### src/rtl/fetch_ctrl.sv
// fetch_ctrl -- instruction fetch sequencer.
//
// Owns the fetch PC and drives a single-outstanding req/gnt/rvalid
// instruction-memory port. One instruction at a time is presented to decode
// on a valid/ready interface. A redirect (trap wins over branch) retargets the
// PC and kills whatever fetch is already committed to the old address.
//
// Parameters
//   width_p     address / instruction width
//   reset_pc_p  first fetch address after reset
//
// Ports
//   clk_i, rst_ni                       clock, async active-low reset
//   branch_valid_i, branch_target_i     branch/JAL redirect
//   trap_valid_i, trap_target_i         trap redirect (higher priority)
//   imem_req_o, imem_addr_o             fetch request and address
//   imem_gnt_i                          request accepted
//   imem_rvalid_i, imem_rdata_i         read response
//   instr_valid_o, instr_o, instr_pc_o  instruction to decode
//   instr_ready_i                       decode accepts instruction
module fetch_ctrl #(
  parameter int unsigned         width_p    = 32,
  parameter logic [width_p-1:0]  reset_pc_p = '0
) (
  input  logic               clk_i,
  input  logic               rst_ni,
  input  logic               branch_valid_i,
  input  logic [width_p-1:0] branch_target_i,
  input  logic               trap_valid_i,
  input  logic [width_p-1:0] trap_target_i,
  output logic               imem_req_o,
  output logic [width_p-1:0] imem_addr_o,
  input  logic               imem_gnt_i,
  input  logic               imem_rvalid_i,
  input  logic [width_p-1:0] imem_rdata_i,
  output logic               instr_valid_o,
  output logic [width_p-1:0] instr_o,
  output logic [width_p-1:0] instr_pc_o,
  input  logic               instr_ready_i
);

  typedef enum logic [1:0] {
    IDLE,
    REQ,
    WAIT,
    HOLD
  } state_e;

  state_e             state_q, state_d;
  logic [width_p-1:0] pc_q, pc_d;
  logic [width_p-1:0] pc_next_q, pc_next_d;
  logic               kill_q, kill_d;
  logic [width_p-1:0] instr_q, instr_d;
  logic [width_p-1:0] instr_pc_q, instr_pc_d;

  logic               redirect;
  logic [width_p-1:0] target;

  assign redirect = trap_valid_i | branch_valid_i;
  assign target   = trap_valid_i ? trap_target_i : branch_target_i;

  // The address always reflects pc_q; a redirect while a request is pending
  // only updates pc_next_q, so the address stays stable until the grant.
  assign imem_addr_o = pc_q;
  assign instr_o     = instr_q;
  assign instr_pc_o  = instr_pc_q;

  always_comb begin
    state_d       = state_q;
    pc_d          = pc_q;
    pc_next_d     = pc_next_q;
    kill_d        = kill_q;
    instr_d       = instr_q;
    instr_pc_d    = instr_pc_q;
    imem_req_o    = 1'b0;
    instr_valid_o = 1'b0;

    unique case (state_q)
      IDLE: begin
        state_d = REQ;
        if (redirect) pc_d = target;
      end

      REQ: begin
        imem_req_o = 1'b1;
        // A redirect cannot retract the request already on the bus: the
        // fetch at the old address completes and its response is dropped.
        if (redirect) begin
          pc_next_d = target;
          kill_d    = 1'b1;
        end
        if (imem_gnt_i) state_d = WAIT;
      end

      WAIT: begin
        if (redirect) begin
          pc_next_d = target;
          kill_d    = 1'b1;
        end
        if (imem_rvalid_i) begin
          if (kill_q || redirect) begin
            // A redirect arriving with the response is the latest one.
            pc_d    = redirect ? target : pc_next_q;
            kill_d  = 1'b0;
            state_d = REQ;
          end else begin
            instr_d    = imem_rdata_i;
            instr_pc_d = pc_q;
            state_d    = HOLD;
          end
        end
      end

      HOLD: begin
        instr_valid_o = ~redirect;
        if (redirect) begin
          pc_d    = target;
          state_d = REQ;
        end else if (instr_ready_i) begin
          pc_d    = pc_q + width_p'(4);
          state_d = REQ;
        end
      end

      default: state_d = IDLE;
    endcase
  end

  always_ff @(posedge clk_i or negedge rst_ni) begin
    if (!rst_ni) begin
      state_q    <= IDLE;
      pc_q       <= reset_pc_p;
      pc_next_q  <= reset_pc_p;
      kill_q     <= 1'b0;
      instr_q    <= '0;
      instr_pc_q <= '0;
    end else begin
      state_q    <= state_d;
      pc_q       <= pc_d;
      pc_next_q  <= pc_next_d;
      kill_q     <= kill_d;
      instr_q    <= instr_d;
      instr_pc_q <= instr_pc_d;
    end
  end

endmodule

### config.mk
export PLATFORM = sky130hd
export DESIGN_NAME = fetch_ctrl
export DESIGN_NICKNAME = d
export VERILOG_FILES = /design/src/rtl/fetch_ctrl.sv
export SDC_FILE = /design/constraint.sdc
export NUM_CORES = 1
export LEC_CHECK = 0
export ABC_AREA = 1
export CAP_MARGIN = 10
export CORE_MARGIN = 1
export CORE_UTILIZATION = 40
export DETAILED_ROUTE_END_ITERATION = 10
export GPL_ROUTABILITY_DRIVEN = 1
export HOLD_SLACK_MARGIN = 0.03
export PLACE_DENSITY = 0.79
export SYNTH_ARGS = -nofsm -noshare
export SYNTH_HDL_FRONTEND = slang
export SYNTH_SLANG_ARGS = --single-unit
### constraint.sdc
create_clock -name clk_i -period 1.9 [get_ports clk_i]
set_input_delay 0.57 -clock clk_i [delete_from_list [all_inputs] [get_ports clk_i]]
set_output_delay 0.57 -clock clk_i [all_outputs]
set_load 0.005 [all_outputs]
# After elaboration in Yosys (flattened, before gate mapping)

Cells that the tools add are included.

Logic and storage cells: 46
Flip-flop bits (word level): 131
Output and inout bits: 98
Input bits: 103

Add/sub/neg operators: 1
Reductions and logical operators: 8
Multiplexer cells: 20
Eq/ne operators: 8
Bitwise operators: 3

Operators by type and width:

| operator                | count |
|---|---|
| $mux W32                | 7 |
| $pmux W32 S3            | 1 |
| $add A32 B3 Y32 const B | 1 |
| $mux W2                 | 5 |
| $ne A2 B2 Y1 const B    | 4 |
| $pmux W2 S4             | 1 |
| $reduce_and A3 Y1       | 2 |
| $mux W1                 | 5 |
| $reduce_and A5 Y1       | 1 |
| $eq A2 B2 Y1 const B    | 2 |
| $ne A3 B3 Y1 const B    | 1 |
| $reduce_bool A3 Y1      | 1 |
| $eq A2 B1 Y1 const B    | 1 |
| $logic_not A2 Y1        | 1 |
| $not A1 Y1              | 2 |
| $pmux W1 S2             | 1 |
| $reduce_bool A2 Y1      | 1 |
| $reduce_or A2 Y1        | 1 |
| $logic_or A1 B1 Y1      | 1 |
| $or A1 B1 Y1            | 1 |

# Depth between registers and ports, before layout

Gate-level depths: netlist of the first run.

Depth in word-level cells: 5
Mapped depth: 14
Gate-level depth less buffers: 12

# Least setup slack after synthesis of the first run

No wires, ideal clock.

Path type: input to register
Start: input trap_valid_i
End: register instr_q[0] (netlist: instr_o[0])
Required time: 1,775 ps
Arrival: 1,802 ps
Buffers on the path: 3
Setup time: 125 ps
Cell stages on the path: 9
Slack: -27 ps
Path through: buf_4 inv_4 nand2_8 inv_2 nand3_1 nor2_1 buf_4 buf_6 mux2_2

Cells in the longest elaborated chain, start to end: 4

RTL lines:

| item                               | line | text |
|---|---|---|
| start: declaration                 | 29   | `input logic trap_valid_i,` |
| $or A1 B1 Y1                       | 59   | `assign redirect = trap_valid_i \| branch_valid_i;` |
| $logic_or A1 B1 Y1                 | 101  | `if (kill_q \|\| redirect) begin` |
| $not A1 Y1 (no source line)        | n/a  |  |
| $reduce_and A3 Y1 (no source line) | n/a  |  |
| end signal: assignment             | 142  | `instr_q <= instr_d;` |
| end: declaration                   | 53   | `logic [width_p-1:0] instr_q, instr_d;` |

No other way between the ends.
A chain may end at the register's enable or synchronous reset.

# Worst setup path after layout of the first run

Start: register instr_q[23] (netlist: instr_o[23])
End: output instr_o[23]

RTL lines:

| item             | line | text |
|---|---|---|
| end: declaration | 37   | `output logic [width_p-1:0] instr_o,` |

No word-level cell between the ends.

==> results of run 1 <==
## power groups by stage
stage / combinational [mW] / clock (mW) / sequential [mW]
finish: 6.50 / 3.12 / 4.32
CTS: 6.35 / 3.16 / 4.31
global placement: 5.35 / 0 / 4.59
floorplan: 2.72 / 0 / 4.44
detailed placement: 5.48 / 0 / 4.65
global route: 7.13 / 3.30 / 4.42
## worst reg2reg max path: stages (launching register included)
cell     delay (ns)
dfrtp_1        0.38
buf_4          0.15
ha_2           0.19
buf_4          0.16
nand2_2        0.20
o21ai_0        0.19
nor2_1         0.20
o21ai_0        0.11
o21ai_1        0.10
inv_1          0.06
## cell usage in the layout (no fill, tap or decap), types with 17 or more instances in the layout
master           count
clkbuf_16           17
nor2_1              76
clkdlybuf4s50_1    163
mux2_2              49
nand3_1             20
o21ai_0             65
dlymetal6s2s_1      22
a21oi_1             31
nand2_1            280
dfrtp_1            108
dfrtp_2             23
buf_4               87
inv_1               78
## logic make-up (layout without fill, tap and decap cells)
group	count (synthesis)	count (layout)	share of synthesized area, %
fa+ha+maj	6	6	1.08
simple gates	412	412	24.1
compound gates	137	137	11.0
buf+inv	123	416	7.80
xor+xnor	2	2	0.251
flops	131	131	47.0
mux	55	55	8.87
## area by class of cell
class | count | area [um^2] | area share, %
multi-input combinational | 612 | 3250 | 30.6
clock inverter | 9 | 78.8 | 0.742
inverter | 86 | 330 | 3.11
tap | 220 | 275 | 2.59
clock buffer | 23 | 488 | 4.59
timing repair buffer | 298 | 2890 | 27.2
sequential | 131 | 3310 | 31.1
## sequential cells by signal, indices dropped and copies added, names as in the netlist
signal,count
instr_pc_o,32
kill_q,1
state_q,2
imem_addr_o,32
instr_o,32
pc_next_q,32
## worst paths after layout
| kind | startpoint | endpoint | depth (start not counted) |
|---|---|---|---|
| worst min register to register | pc_next_q[6]$_DFFE_PN0P_ | pc_next_q[6]$_DFFE_PN0P_ | 2 |
| max in group asynchronous | rst_ni | imem_addr_o[16]$_DFFE_PN0P_ | 3 |
| worst max-delay path | instr_o[23]$_DFFE_PN0P_ | instr_o[23] | 1 |
| min in group asynchronous | rst_ni | pc_next_q[25]$_DFFE_PN0P_ | 2 |
| worst max register to register | state_q[1]$_DFFE_PN0P_ | imem_addr_o[9]$_DFFE_PN0P_ | 9 |
| worst min-delay path | pc_next_q[6]$_DFFE_PN0P_ | pc_next_q[6]$_DFFE_PN0P_ | 2 |
## metal layers
metal	track usage (%)	vias up
li1	-	3333
met2	39.0	288
met1	32.1	3162
met4	7.99	2
met5	0	-
met3	4.95	32
## repair_timing
item                                   in CTS  in global routing
setup endpoints to repair                  81                 72
resized for setup                          47                 44
pin swaps                                   0                  6
buffers inserted                           30                  3
hold buffers                                1                  0
endpoints found under the hold margin      24                  0
==> metrics, run 1 <==
CP Cell Sequence=clkdlybuf4s50_1; vias per cell=about 4.9; YS warnings=0; syn nets=roughly 980; Net Sw Frac=between 30% and 40%; #FFs+latches synth=131; CTS root buf=clkbuf_16; Crit Path Category=reg -> out; gr ovfl total=0; die height=around 130 um; Synth area leaders=dfrtp_1, nand2_1, mux2_2; Max Cap Viol=0; P_leak=roughly 5.4 nW; TNS Setup=0 ns; Die ar.=18000 um^2; WL met3=approximately 1500 um; post-synthesis sequential area ratio=between 40% and 50%; skew final=between 0.009 and 0.01 ns; kind of cell adding the most delay to the critical path=buffers and inverters; most frequent cell after synthesis=nand2_1; Power Internal=8.82 mW; worst slack, placed=-0.559 ns; DR pass1 iterations=6; fraction of registers with async set/reset=100%; fmax=about 0.53 GHz; Clock Path Buffers=2; WL/cell=around 15 um; Slew headroom=about three quarters; GRT Util Overall=between 20% and 30%; Fillers=around 1400; met2 WL=a little under 10000 um; post-synthesis average cell area=8.06 um^2; library cells used by synthesis=42; Clock Power Share=approximately 22%; clock tree sinks=131; Tmin final=1.87 ns; Setup crit start kind=flip-flop; Worst EP required=1.33 ns; Yosys top cell by area=dfrtp_1; CP arrival=between 1 and 1.5 ns; Comb pwr share=approximately 47%; RSZ-0062 raised after global routing=yes; Clock Latency Late Sink=between 0.4 and 0.5 ns; first-pass GRT wire length=~33000 um; Top Metal Used=met5; Final Cell Area=~11000 um^2; Fin. Hold Viols=0; largest net degree at the start of global routing=43; max-slew violations=0; Synth Flop Type=dfrtp_1; Worst Setup End Kind=output pin; Final ANT Viol Nets=0; DR vias=6817; Hold WC Path Type=reg -> reg; GP Congestion=a little under 0.9; number of global-route vias before repair=6717; I/O pin cnt=201; starting DRC count in detailed routing=458; CTS tree=done; drt drc=0; DRT Wirelength=between 20000 and 25000 um; WL met1=approximately 9000 um; post-synthesis cell area=~7000 um^2; top cells by count, synth=nand2_1, dfrtp_1, nor2_1; crit path max fanout=2; Final period util=between 90% and 100%; FP Rows=47; number of H-tree levels=4; Net Switching=around 5 mW; final core occ=between 60% and 70%; Starting Density=between 40% and 50%; antenna violations before repair=1; status=finished, final reports clean; post-synth top area share=a little under half; Final Setup Violations=0; Core ar.=between 15000 and 20000 um^2; fin cells=1379; Hold Slack=0.479 ns; slew at the pin closest to its max-slew limit=~0.39 ns; Tot Pwr=13.9 mW; Mapped Cells=about 870; DP HPWL=~15000 um; Post-synth EDFFs=0; CTS Buf Count=17; PwrDens=about 1300 nW/um^2; Worst Path Buf+Inv=1; number of diodes=0; Clock transition at path regs=about 0.06 ns; CP max-delay cell=clkdlybuf4s50_1; Area growth syn-to-layout=52.2%; biggest cell delay along the critical path=between 0.5 and 0.6 ns; IO Port Bufs=200; dpl cells=1313; sequential share of power=between 30 and 40%; PnR worst setup slack=between 0.02 and 0.03 ns; VDD IR max=between 900 and 1000 uV; final net count=approximately 1300; die width=between 100 and 150 um; Placed Area=9650 um^2; r2r setup slk=about 0.040 ns; share of cells above drive strength 1=21.1%
Note: power is estimated with default switching activity, not from simulation.
==> inputs of run 2 (changes only) <==
Settings changed: RECOVER_POWER from default to 100.
==> run 2 against run 1 <==
Sequential power is essentially flat; worst hold slack gained 0.0018 ns; cell count is the same; via count shrank 0.13%.
==> metrics, run 2 (same netlist as run 1, synthesis figures left out) <==
Die ar.=18000 um^2; crit path max fanout=2; DR vias=about 6800; DP HPWL=14800 um; biggest cell delay along the critical path=0.52 ns; Final ANT Viol Nets=0; most common cell after layout, fill and taps aside=nand2_1; R2R Path Start=state_q[1]$_DFFE_PN0P_; FP Rows=47; HP Start=pc_next_q[6]$_DFFE_PN0P_; kind of cell adding the most delay to the critical path=buffers and inverters; Slew headroom=between 40% and 50%; max-slew violations=0; number of global-route vias before repair=6717; first-pass GRT wire length=between 30000 and 40000 um; die width=roughly 130 um; Final Setup Violations=0; met2 WL=9930 um; skew final=0.00836 ns; Final Cell Area=10500 um^2; CP max-delay cell=clkdlybuf4s50_1; Clock Path Buffers=2; number of diodes=0; r2r setup slk=about 0.028 ns; slew at the pin closest to its max-slew limit=around 0.76 ns; I/O pin cnt=201; final net count=approximately 1300; GP Congestion=0.883; Final period util=a little under 100%; worst slack, placed=-0.559 ns; IO Port Bufs=200; commonest cells after routing, fill and taps aside=nand2_1, clkdlybuf4s50_1, dfrtp_1; VDD IR max=between 800 and 900 uV; Worst Setup End Kind=output pin; Core ar.=~17000 um^2; CP arrival=about 1.3 ns; Register-to-Register Path Depth=9; Placed Area=roughly 9600 um^2; Fillers=roughly 1400; antenna violations before repair=1; Hold Path Cell Cnt=2; Clock transition at path regs=around 0.060 ns; Area growth syn-to-layout=50.1%; CP Cell Sequence=clkdlybuf4s50_1; drt drc=0; TNS Setup=0 ns; WL met3=~1500 um; Max Cap Viol=0; PwrDens=roughly 1300 nW/um^2; GRT Util Overall=24.1%; Multi-input gate area=3250 um^2; PnR worst setup slack=about 0.028 ns; CTS Buf Count=17; die height=~130 um; fin cells=approximately 1400; status=finished, final reports clean; largest net degree at the start of global routing=43; Hold WC Path Type=reg -> reg; number of H-tree levels=4; share of cells above drive strength 1=between 20% and 30%; Reg area=3310 um^2; Fin. Hold Viols=0; gr ovfl total=0; clock tree sinks=131; Crit Path Category=reg -> out; Starting Density=around 42%; Worst Path Buf+Inv=1; CTS tree=done; WL/cell=around 15 um; Worst EP required=roughly 1.3 ns; fmax=~0.53 GHz; Tmin final=1.87 ns; Setup crit start kind=flip-flop; vias per cell=about 5; dpl cells=about 1300; RSZ-0062 raised after global routing=yes; Top Metal Used=met5; DRT Wirelength=between 20000 and 25000 um; RR Endpoint=imem_addr_o[9]$_DFFE_PN0P_; Clock Latency Late Sink=between 0.4 and 0.5 ns; DR pass1 iterations=5; WL met1=between 9000 and 10000 um; CTS root buf=clkbuf_16; starting DRC count in detailed routing=about 440; P_leak=5.04 nW; Worst Hold Path EP=pc_next_q[6]$_DFFE_PN0P_
-- run 2: cell count changes in the layout (fill, tap and decap cells not counted), sizes merged --
cell and delta:
buf -11, clkdlybuf4s25 +21, dlymetal6s2s -21, clkbuf +11
-- run 2: layout make-up --
class                   count  area share [%]
multi-input cells         612            31.0
clock buffers              23            4.66
repair buffers            298            26.3
clock inverters             9           0.752
inverters                  86            3.15
well taps                 220            2.63
flip-flops and latches    131            31.6
-- run 2: power breakdown --
part | leakage, nW | internal, mW | switching [mW]
logic | 3.09 | 2.96 | 3.35
clock network | 0.279 | 1.93 | 1.19
registers | 1.67 | 3.78 | 0.541
total | 5.04 | 8.67 | 5.09
-- run 2: worst reg2reg max path, cell delays in order, from the launching register on --
cell and delay (ns):
dfrtp_1 0.39, buf_4 0.15, ha_2 0.19, buf_4 0.16
nand2_2 0.20, o21ai_0 0.19, nor2_1 0.20, o21ai_0 0.11
o21ai_0 0.10, inv_1 0.07
-- run 2: how the worst max path moves through the flow --
stage | startpoint | end | slack [ns] | depth (start not counted)
floorplan | trap_valid_i | instr_o[0]$_DFFE_PN0P_ | 0.01 | 9
global placement | trap_valid_i | instr_valid_o | -0.54 | 5
detailed placement | trap_valid_i | instr_valid_o | -0.56 | 5
CTS | branch_valid_i | instr_valid_o | -0.06 | 5
global route | imem_addr_o[6]$_DFFE_PN0P_ | imem_addr_o[22]$_DFFE_PN0P_ | -0.04 | 12
finish | instr_o[23]$_DFFE_PN0P_ | instr_o[23] | 0.03 | 1
-- run 2: what timing repair did --
action                                 4_1_cts  5_1_grt
resized for setup                           47       44
setup buffers                               30        3
setup endpoints to repair                   81       72
pin swaps                                    0        6
hold buffers                                 1        0
endpoints found under the hold margin       24        0
-- run 2: routing by layer --
metal / track usage [%] / vias up
met5: 0 / -
met3: 4.95 / 27
met4: 7.99 / 2
met1: 32.1 / 3161
li1: - / 3331
met2: 39.0 / 287
-- run 2: metrics by stage --
stage / util, % / power, mW / hold slack, ns
5_1_grt: 62.3 / 14.7 / 0.497
2_1_floorplan: - / 7.15 / 0.274
3_3_place_gp: 57.4 / 9.95 / 0.459
3_5_place_dp: 57.4 / 10.1 / 0.468
6_report: 62.3 / 13.8 / 0.481
4_1_cts: 62.2 / 13.8 / 0.482
==> inputs of run 3 (changes only) <==
Settings changed: ABC_AREA 1 to default, PLACE_DENSITY 0.79 to 0.8.
==> run 3 against run 2 <==
The flow now finishes with violations (setup timing); largest power group unchanged; design area rose by 0.30%; via count is 6.6% lower; core utilization rose by 3.6 points; highest routed layer is now met4; critical endpoint is now instr_valid_o.
==> metrics, run 3 <==
most frequent cell after synthesis=dfrtp_1; GP Congestion=just under 0.9; clock tree sinks=~130; WL/cell=between 15 and 20 um; fraction of registers with async set/reset=between 90% and 100%; post-synthesis average cell area=roughly 11 um^2; M1 GR Usage=31.9%; starting DRC count in detailed routing=approximately 420; Hold Buf Count CTS=0; Fin. Hold Viols=0; Clock transition at path regs=about 0.06 ns; DRT Wirelength=around 21000 um; post-synthesis sequential area ratio=49.8%; Core ar.=15900 um^2; Setup crit start kind=flip-flop; Hold Slack=approximately 0.29 ns; top cells by count, synth=dfrtp_1, o21ai_0, mux2_2; max-slew violations=0; status=finished, violations left; dpl cells=1087; post-synthesis cell area=6580 um^2; Worst Setup End Kind=output pin; Worst Path Buf+Inv=2; gr busiest metal=met2; die width=roughly 130 um; Placed Area=approximately 9500 um^2; share of cells above drive strength 1=28.3%; Clock Path Buffers=2; met2 Usage GRT=39.8%; Area growth syn-to-layout=59.8%; final net count=approximately 1000; Die ar.=17000 um^2; largest net degree at the start of global routing=43; antenna violations before repair=0; Clock Latency Late Sink=0.42 ns; CTS tree=done; GRT Util Overall=between 20% and 30%; Tmin final=~2.1 ns; Worst EP required=roughly 1.3 ns; library cells used by synthesis=59; die height=~130 um; Final Setup Violations=110; number of H-tree levels=4; Starting Density=41.3%; number of diodes=0; biggest cell delay along the critical path=slightly below 0.4 ns; Synth area leaders=dfrtp_1, mux2_2, o21ai_0; Final ANT Viol Nets=0; crit path max fanout=2; Final period util=111%; slew at the pin closest to its max-slew limit=0.941 ns; IO Port Bufs=200; kind of cell adding the most delay to the critical path=simple AND/OR/NAND/NOR gates; Hold WC Path Type=in -> async; YS warnings=0; syn nets=between 700 and 800; RSZ-0062 raised after global routing=yes; I/O pin cnt=approximately 200; most common cell after layout, fill and taps aside=clkdlybuf4s50_1; CTS Buf Count=17; Mapped Cells=around 620; post-synth top area share=between 40 and 50%; CTS root buf=clkbuf_16; Slew headroom=37.2%; skew final=between 0.006 and 0.007 ns; P_leak=4.78 nW; global routing usage on met3=5.95%; DR pass1 iterations=6; fmax=between 0.4 and 0.5 GHz; VDD IR max=895 uV; DP HPWL=~14000 um; Final Cell Area=about 11000 um^2; failing checks=setup timing; CP Cell Sequence=ha_2 > or3b_4 > inv_2 > buf_2; #FFs+latches synth=roughly 130; final core occ=65.9%; PnR worst setup slack=-0.202 ns; number of global-route vias before repair=just over 6000; Yosys top cell by area=dfrtp_1; FP Rows=46; CP arrival=between 1.5 and 2 ns; commonest cells after routing, fill and taps aside=clkdlybuf4s50_1, dfrtp_1, buf_4; CP max-delay cell=or3b_4; Max Cap Viol=0; TNS Setup=-9.94 ns; DR vias=6356; fin cells=1151; first-pass GRT wire length=between 30000 and 40000 um; PwrDens=about 1300 nW/um^2; Crit Path Category=reg -> out; drt drc=0; Post-synth EDFFs=0; gr ovfl total=0; Synth Flop Type=dfrtp_1; vias per cell=approximately 5.5
## run 3: logic make-up (layout without fill, tap and decap cells)
family,count (synthesis),in the layout,synth area share [%]
flip-flops,131,131,49.8
AND/OR/NAND/NOR,160,160,12.9
multiplexers,93,93,15.5
buffers and inverters,56,368,4.05
AO/OA/AOI/OAI,176,177,16.5
adder cells (fa/ha/maj),6,6,1.14
## run 3: timing repair
action / in CTS / in global routing
resized for setup: 67 / 46
buffers inserted: 22 / 4
cloned: 4 / 4
endpoints found under the setup margin: 142 / 91
endpoints found under the hold margin: 0 / 0
pin swaps: 4 / 8
## run 3: path summary, 6_finish.rpt
check | depth (start not counted) | slack [ns] | startpoint | to
max reg2reg | 9 | -0.19 | state_q[1]$_DFFE_PN0P_ | imem_addr_o[14]$_DFFE_PN0P_
min in group clk_i | 2 | 0.48 | instr_pc_o[26]$_DFFE_PN0P_ | instr_pc_o[26]$_DFFE_PN0P_
min | 1 | 0.29 | rst_ni | instr_o[9]$_DFFE_PN0P_
min reg2reg | 2 | 0.48 | instr_pc_o[26]$_DFFE_PN0P_ | instr_pc_o[26]$_DFFE_PN0P_
max | 4 | -0.20 | state_q[1]$_DFFE_PN0P_ | instr_valid_o
max in group asynchronous | 2 | 0.24 | rst_ni | imem_addr_o[25]$_DFFE_PN0P_
## run 3: power by group
group	internal, mW	total, mW	switching, mW	leakage [nW]
Combinational	2.95	5.75	2.80	2.79
Clock	2.13	3.34	1.21	0.291
Sequential	3.63	4.13	0.495	1.70
## run 3: area by class of cell
class / count / area, um^2
well taps: 216 / 270
clock buffers: 24 / 512
fillers: 1254 / 5430
inverters: 14 / 55.1
flip-flops and latches: 131 / 3280
repair buffers: 323 / 3100
clock inverters: 7 / 96.3
multi-input cells: 436 / 3200
## run 3: routing by layer
layer,share of wire (%),up-vias,wire [um]
li1,-,2893,-
met1,41,3082,8810
met2,48,340,10200
met3,8.1,41,1720
met4,2.7,0,573
met5,0,-,0
## run 3: per-stage QoR
step | total power [mW] | setup WS [ns]
4_1_cts | 13.2 | -0.229
3_5_place_dp | 9.03 | -0.642
3_3_place_gp | 8.85 | -0.611
6_report | 13.2 | -0.202
2_1_floorplan | 6.35 | -0.105
5_1_grt | 13.9 | -0.270
